**src/rtl/counter_pkg.sv**
```systemverilog
// Shared types and helpers for the run-controlled modulo counter.
package counter_pkg;

  localparam int unsigned CNT_WIDTH  = 4;
  localparam int unsigned CNT_WRAP_W = 8;

  typedef enum logic [1:0] {
    CNT_IDLE = 2'd0,
    CNT_RUN  = 2'd1,
    CNT_DONE = 2'd2
  } cnt_state_e;

  // Effective period: a programmed modulus of 0 stands for 2^w.
  function automatic logic [32:0] eff_modulus(input logic [31:0] m, input int unsigned w);
    if (m == 32'd0) return 33'd1 << w;
    return {1'b0, m};
  endfunction

endpackage

```
**src/rtl/sat_counter.sv**
```systemverilog
// Saturating event counter with synchronous clear; clear wins over increment.
module sat_counter #(
  parameter int unsigned W = 8
) (
  input  logic         clk,
  input  logic         rst,
  input  logic         clr,
  input  logic         inc,
  output logic [W-1:0] value
);

  always_ff @(posedge clk) begin
    if (rst || clr) begin
      value <= '0;
    end else if (inc && (value != {W{1'b1}})) begin
      value <= value + W'(1);
    end
  end

endmodule

```
**src/rtl/mod_counter.sv**
```systemverilog
// Programmable modulo counter with run control, one-shot mode and wrap count.
// Optional up/down counting is enabled by defining MOD_COUNTER_UPDOWN_EN.
module mod_counter
  import counter_pkg::*;
#(
  parameter int unsigned WIDTH  = CNT_WIDTH,
  parameter int unsigned WRAP_W = CNT_WRAP_W
) (
  input  logic              clk,
  input  logic              rst,
  input  logic              start,
  input  logic              stop,
  input  logic              oneshot,
  input  logic              en,
  input  logic [WIDTH-1:0]  modulus,
  input  logic              load,
  input  logic [WIDTH-1:0]  load_val,
`ifdef MOD_COUNTER_UPDOWN_EN
  input  logic              dir,
`endif
  output logic [WIDTH-1:0]  count,
  output logic              tc,
  output logic [WRAP_W-1:0] wraps,
  output logic              busy,
  output logic              done
);

  cnt_state_e       state_q, state_d;
  logic [WIDTH-1:0] modulus_q, modulus_d;
  logic             oneshot_q, oneshot_d;
  logic [WIDTH-1:0] count_d;
  logic             tc_d;
  logic             wrap_clr, wrap_inc;

  logic [WIDTH-1:0] last_run;
  logic [WIDTH-1:0] start_run, term_run, start_new, stepped;

  assign last_run = WIDTH'(eff_modulus(32'(modulus_q), WIDTH) - 33'd1);

`ifdef MOD_COUNTER_UPDOWN_EN
  logic [WIDTH-1:0] last_new;
  assign last_new  = WIDTH'(eff_modulus(32'(modulus), WIDTH) - 33'd1);
  assign start_run = dir ? last_run : '0;
  assign term_run  = dir ? '0 : last_run;
  assign start_new = dir ? last_new : '0;
  assign stepped   = dir ? count - WIDTH'(1) : count + WIDTH'(1);
`else
  assign start_run = '0;
  assign term_run  = last_run;
  assign start_new = '0;
  assign stepped   = count + WIDTH'(1);
`endif

  always_ff @(posedge clk) begin
    if (rst) begin
      state_q   <= CNT_IDLE;
      modulus_q <= '0;
      oneshot_q <= 1'b0;
      count     <= '0;
      tc        <= 1'b0;
      busy      <= 1'b0;
      done      <= 1'b0;
    end else begin
      state_q   <= state_d;
      modulus_q <= modulus_d;
      oneshot_q <= oneshot_d;
      count     <= count_d;
      tc        <= tc_d;
      busy      <= (state_d == CNT_RUN);
      done      <= (state_d == CNT_DONE);
    end
  end

  // Next state and datapath; priority stop > start > load > en inside RUN.
  always_comb begin
    state_d   = state_q;
    modulus_d = modulus_q;
    oneshot_d = oneshot_q;
    count_d   = count;
    tc_d      = 1'b0;
    wrap_clr  = 1'b0;
    wrap_inc  = 1'b0;
    case (state_q)
      CNT_IDLE, CNT_DONE: begin
        if (start) begin
          state_d   = CNT_RUN;
          modulus_d = modulus;
          oneshot_d = oneshot;
          count_d   = start_new;
          wrap_clr  = 1'b1;
        end
      end
      CNT_RUN: begin
        if (stop) begin
          state_d = CNT_IDLE;
        end else if (start) begin
          modulus_d = modulus;
          oneshot_d = oneshot;
          count_d   = start_new;
          wrap_clr  = 1'b1;
        end else if (load) begin
          count_d = load_val;
        end else if (en) begin
          if (count == term_run) begin
            tc_d     = 1'b1;
            wrap_inc = 1'b1;
            if (oneshot_q) begin
              state_d = CNT_DONE;
            end else begin
              count_d = start_run;
            end
          end else begin
            count_d = stepped;
          end
        end
      end
      default: state_d = CNT_IDLE;
    endcase
  end

  sat_counter #(.W(WRAP_W)) u_wraps (
    .clk   (clk),
    .rst   (rst),
    .clr   (wrap_clr),
    .inc   (wrap_inc),
    .value (wraps)
  );

endmodule

```
**config.mk**
```make
export PLATFORM = sky130hd
export DESIGN_NAME = mod_counter
export DESIGN_NICKNAME = d
export VERILOG_FILES = /design/src/rtl/counter_pkg.sv /design/src/rtl/sat_counter.sv /design/src/rtl/mod_counter.sv
export SDC_FILE = /design/constraint.sdc
export NUM_CORES = 1
export LEC_CHECK = 0
export CAP_MARGIN = 20
export CORE_MARGIN = 2
export CORE_UTILIZATION = 48
export DETAILED_ROUTE_END_ITERATION = 10
export PLACE_DENSITY = 0.77
export SYNTH_ARGS = -nofsm -noshare
export SYNTH_HDL_FRONTEND = slang
export SYNTH_SLANG_ARGS = --single-unit
```
**constraint.sdc**
```tcl
create_clock -name clk -period 2.6 [get_ports clk]
set_clock_uncertainty 0.05 [all_clocks]
set_input_delay 0.39 -clock clk [delete_from_list [all_inputs] [get_ports clk]]
set_output_delay 0.39 -clock clk [all_outputs]
set_load 0.05 [all_outputs]
```
==> impl_results.rst <==
.. list-table::
   :header-rows: 1

   * - Metric
     - Value
   * - Number of cells traversed by the worst hold path
     - 2
   * - Number of placed cells counting well taps
     - between 200 and 250
   * - Diode count
     - 0
   * - Net count after synthesis
     - 161
   * - Kind of end point of the critical path
     - flip-flop
   * - Main area contributors after synthesis
     - sky130_fd_sc_hd__dfxtp_1, sky130_fd_sc_hd__nand2_1, sky130_fd_sc_hd__a21oi_1, sky130_fd_sc_hd__nand3_1, sky130_fd_sc_hd__nor2_1
   * - Global routing usage summed across all routing layers
     - between 20% and 30%
   * - Die H
     - around 55 um
   * - DRC Markers
     - 0
   * - Power per Cell Area
     - between 400 and 500 nW/um2
   * - Sinks on the clock net
     - 22
   * - Post-CTS setup-driven buffer insertion count
     - 0
   * - Router iterations before antenna repair
     - 4
   * - Endpoint, Worst Hold
     - u_wraps.value[3]
   * - Via count
     - approximately 1300
   * - Post-synthesis instance area
     - approximately 1200 um2
   * - Net count reported at finish
     - ~200
   * - Count of distinct cell types in the synthesized netlist
     - 46
   * - Number of buffers on the longest clock path
     - 2
   * - Layout Area Growth over Synthesis
     - 33.8%
   * - Data required time at the worst endpoint
     - ~2.8 ns
   * - Final weighted congestion in routability-driven placement
     - roughly 0.89
   * - CTS resizes
     - 0
   * - Fin. Hold Viols
     - 0
   * - Clk root buf
     - sky130_fd_sc_hd__clkbuf_4
   * - Launching point of the worst reg2reg path
     - modulus_q[0]
   * - Core ar.
     - approximately 2500 um2
   * - X dimension of the die
     - around 55 um
   * - Global-route wire length before repair
     - 5010 um
   * - Detailed router's first-iteration violation count
     - 29
   * - Length in cells of the worst reg-to-reg path
     - 9
   * - Shortest period the worst path allows
     - 2.45 ns
   * - Via count of the first global-routing pass
     - 1145
   * - CTS clock-pin slew for the worst setup and hold paths
     - between 0.1 and 0.15 ns
   * - Most common library cells after synthesis
     - sky130_fd_sc_hd__dfxtp_1, sky130_fd_sc_hd__nand2_1, sky130_fd_sc_hd__nor2_1, sky130_fd_sc_hd__a21oi_1, sky130_fd_sc_hd__nand3_1
   * - Routed wire length
     - ~3200 um
   * - Setup repair after global routing missed its margin
     - false
   * - Mean post-synth cell area
     - about 8.6 um2
   * - Overall power consumption
     - around 0.77 mW
   * - Initial standard-cell utilization of the core
     - ~50%
   * - Setup violators final
     - 0
   * - Number of max-slew violations in the final report
     - 0
   * - Fin area
     - roughly 1600 um2
   * - Largest net degree at the start of global routing
     - 14
   * - Mean routed wirelength per cell
     - between 15 and 20 um
   * - Worst-Margin Slew
     - roughly 0.53 ns
   * - Layout cell share with drive strength beyond 1
     - 8.94%
   * - Leakage power figure
     - 0.605 nW
   * - I/O pin total
     - 30
   * - Post-synthesis async set-or-reset flop share
     - 0%
   * - Status
     - complete, no violations
   * - Final period util
     - a little over nine tenths
   * - Flip-flop and latch count after synthesis
     - 22
   * - Timing-limited maximum frequency
     - around 410 MHz
   * - Clock tree from TritonCTS
     - built
   * - Share of Yosys cell area claimed by the top area cell type
     - 35.8%
   * - Post-DP HPWL
     - ~2300 um
   * - WS Path Type
     - flip-flop to flip-flop
   * - MaxCap Viol Count
     - 0
   * - Number of port buffers
     - 29
   * - Cell type contributing the most total cell area after synthesis
     - sky130_fd_sc_hd__dfxtp_1
   * - TritonCTS buffer count
     - 3
   * - Number of levels in the clock H-tree
     - 1
   * - Leading cell type by number of instances after synthesis
     - sky130_fd_sc_hd__dfxtp_1
   * - Dpl cell area
     - 1590 um2
   * - Proportion of synthesized chip area in sequential cells
     - between 30 and 40%
   * - Max FO, Critical Path
     - 6
   * - Crit path DAT
     - ~2.7 ns
   * - Vias/cell
     - 6.01
   * - Global route overflow
     - 0
   * - Critical path launch point type
     - flip-flop
   * - Worst-Skew Late Latency
     - 0.32 ns
   * - Total die area
     - 2980 um2
   * - End of the worst register-to-register path
     - count[2]
   * - Number of warnings issued by yosys
     - 0
   * - Row count
     - 18
   * - Gate Count Post-Synth
     - between 100 and 150
   * - Class of the tightest hold or removal check
     - flip-flop to flip-flop
   * - Source of the worst hold timing path
     - u_wraps.value[3]
   * - Maximum vdd ir drop
     - about 0.00044 V
   * - Reg2Reg Setup Slack
     - 0.15 ns
   * - Number of flops mapped to enable cells by yosys
     - 0
   * - Total negative setup slack
     - 0 ns
   * - Initial antenna violation count
     - 0
   * - Max-slew headroom
     - between 60% and 70%
   * - Final cell count without fillers
     - about 210
   * - Hold buffers post-CTS
     - 0
   * - Post-DRT Antenna Nets
     - 0
   * - Most used flip-flop cell after synthesis
     - sky130_fd_sc_hd__dfxtp_1
-- layout by cell type (no fill, tap or decap), types with 4 or more instances in the layout --
cell                              count
sky130_fd_sc_hd__o21ai_0              4
sky130_fd_sc_hd__clkdlybuf4s50_1     29
sky130_fd_sc_hd__a21oi_1             11
sky130_fd_sc_hd__nand2_1             16
sky130_fd_sc_hd__nor2_1              12
sky130_fd_sc_hd__buf_4                7
sky130_fd_sc_hd__nand3_1             11
sky130_fd_sc_hd__inv_1                6
sky130_fd_sc_hd__dfxtp_1             22
-- metrics by stage --
stage               util (%)  setup slack (ns)  hold WS [ns]
floorplan                  -             0.211         0.419
global placement        64.7             0.244         0.432
detailed placement      64.7             0.165         0.458
CTS                     66.8             0.138         0.479
global route            67.0            0.0719         0.516
finish                  67.0             0.154         0.474
-- worst max-delay path: stages, from the launching register on --
cell                       delay, ns
sky130_fd_sc_hd__dfxtp_1        0.45
sky130_fd_sc_hd__inv_1          0.07
sky130_fd_sc_hd__ha_1           0.23
sky130_fd_sc_hd__nor3b_1        0.14
sky130_fd_sc_hd__o211ai_1       0.26
sky130_fd_sc_hd__or2_1          0.33
sky130_fd_sc_hd__nor2_1         0.10
sky130_fd_sc_hd__buf_4          0.18
sky130_fd_sc_hd__o41ai_1        0.36
sky130_fd_sc_hd__a32o_1         0.22
-- power by group --
| part | leakage [nW] | internal (mW) | switching [mW] |
|---|---|---|---|
| clock | 0.0279 | 0.156 | 0.113 |
| combinational | 0.398 | 0.0626 | 0.0711 |
| sequential | 0.179 | 0.347 | 0.0159 |
| total | 0.605 | 0.565 | 0.200 |
-- sequential cells by signal (all words and copies together), names as in the netlist --
register and count:
state_q 2, oneshot_q 1, done 1, tc 1, busy 1, count 4
modulus_q 4, u_wraps.value 8
-- layer usage --
layer  routed length [um]  track usage (%)  vias up
li1                     -                -      608
met1                 1500             31.1      593
met2                 1490             38.5       50
met3                  200             5.74        6
met4                   32             3.75        0
met5                    0                0        -
-- area by class of cell --
type,count,area [um2]
Clock buffer,3,22.5
Sequential cell,22,440
Fill cell,209,810
Inverter,6,22.5
Clock inverter,1,30.0
Multi-Input combinational cell,111,749
Timing Repair Buffer,36,343
Tap cell,30,37.5
-- kinds of logic (layout without fill, tap and decap cells) --
group	Yosys count	in the layout	share of synthesized area, %
adder cells (fa/ha/maj)	3	3	3.05
AND/OR/NAND/NOR	61	61	26.7
XOR/XNOR	5	5	5.29
flip-flops	22	22	35.8
buffers and inverters	10	46	3.66
multiplexers	3	3	2.44
AO/OA/AOI/OAI	39	39	23.1
-- worst max path at each step --
| stage | start | to | slack, ns | cells past startpoint |
|---|---|---|---|---|
| final | modulus_q[0] | count[2] | 0.15 | 9 |
| after global routing | modulus_q[0] | u_wraps.value[2] | 0.07 | 8 |
| after CTS | modulus_q[0] | u_wraps.value[3] | 0.14 | 8 |
| after detailed placement | modulus_q[0] | u_wraps.value[3] | 0.16 | 8 |
| after global placement | modulus_q[0] | u_wraps.value[3] | 0.24 | 8 |
| after floorplan | count[2] | u_wraps.value[4] | 0.21 | 7 |
No activity file was read; power rests on OpenSTA's default activity.
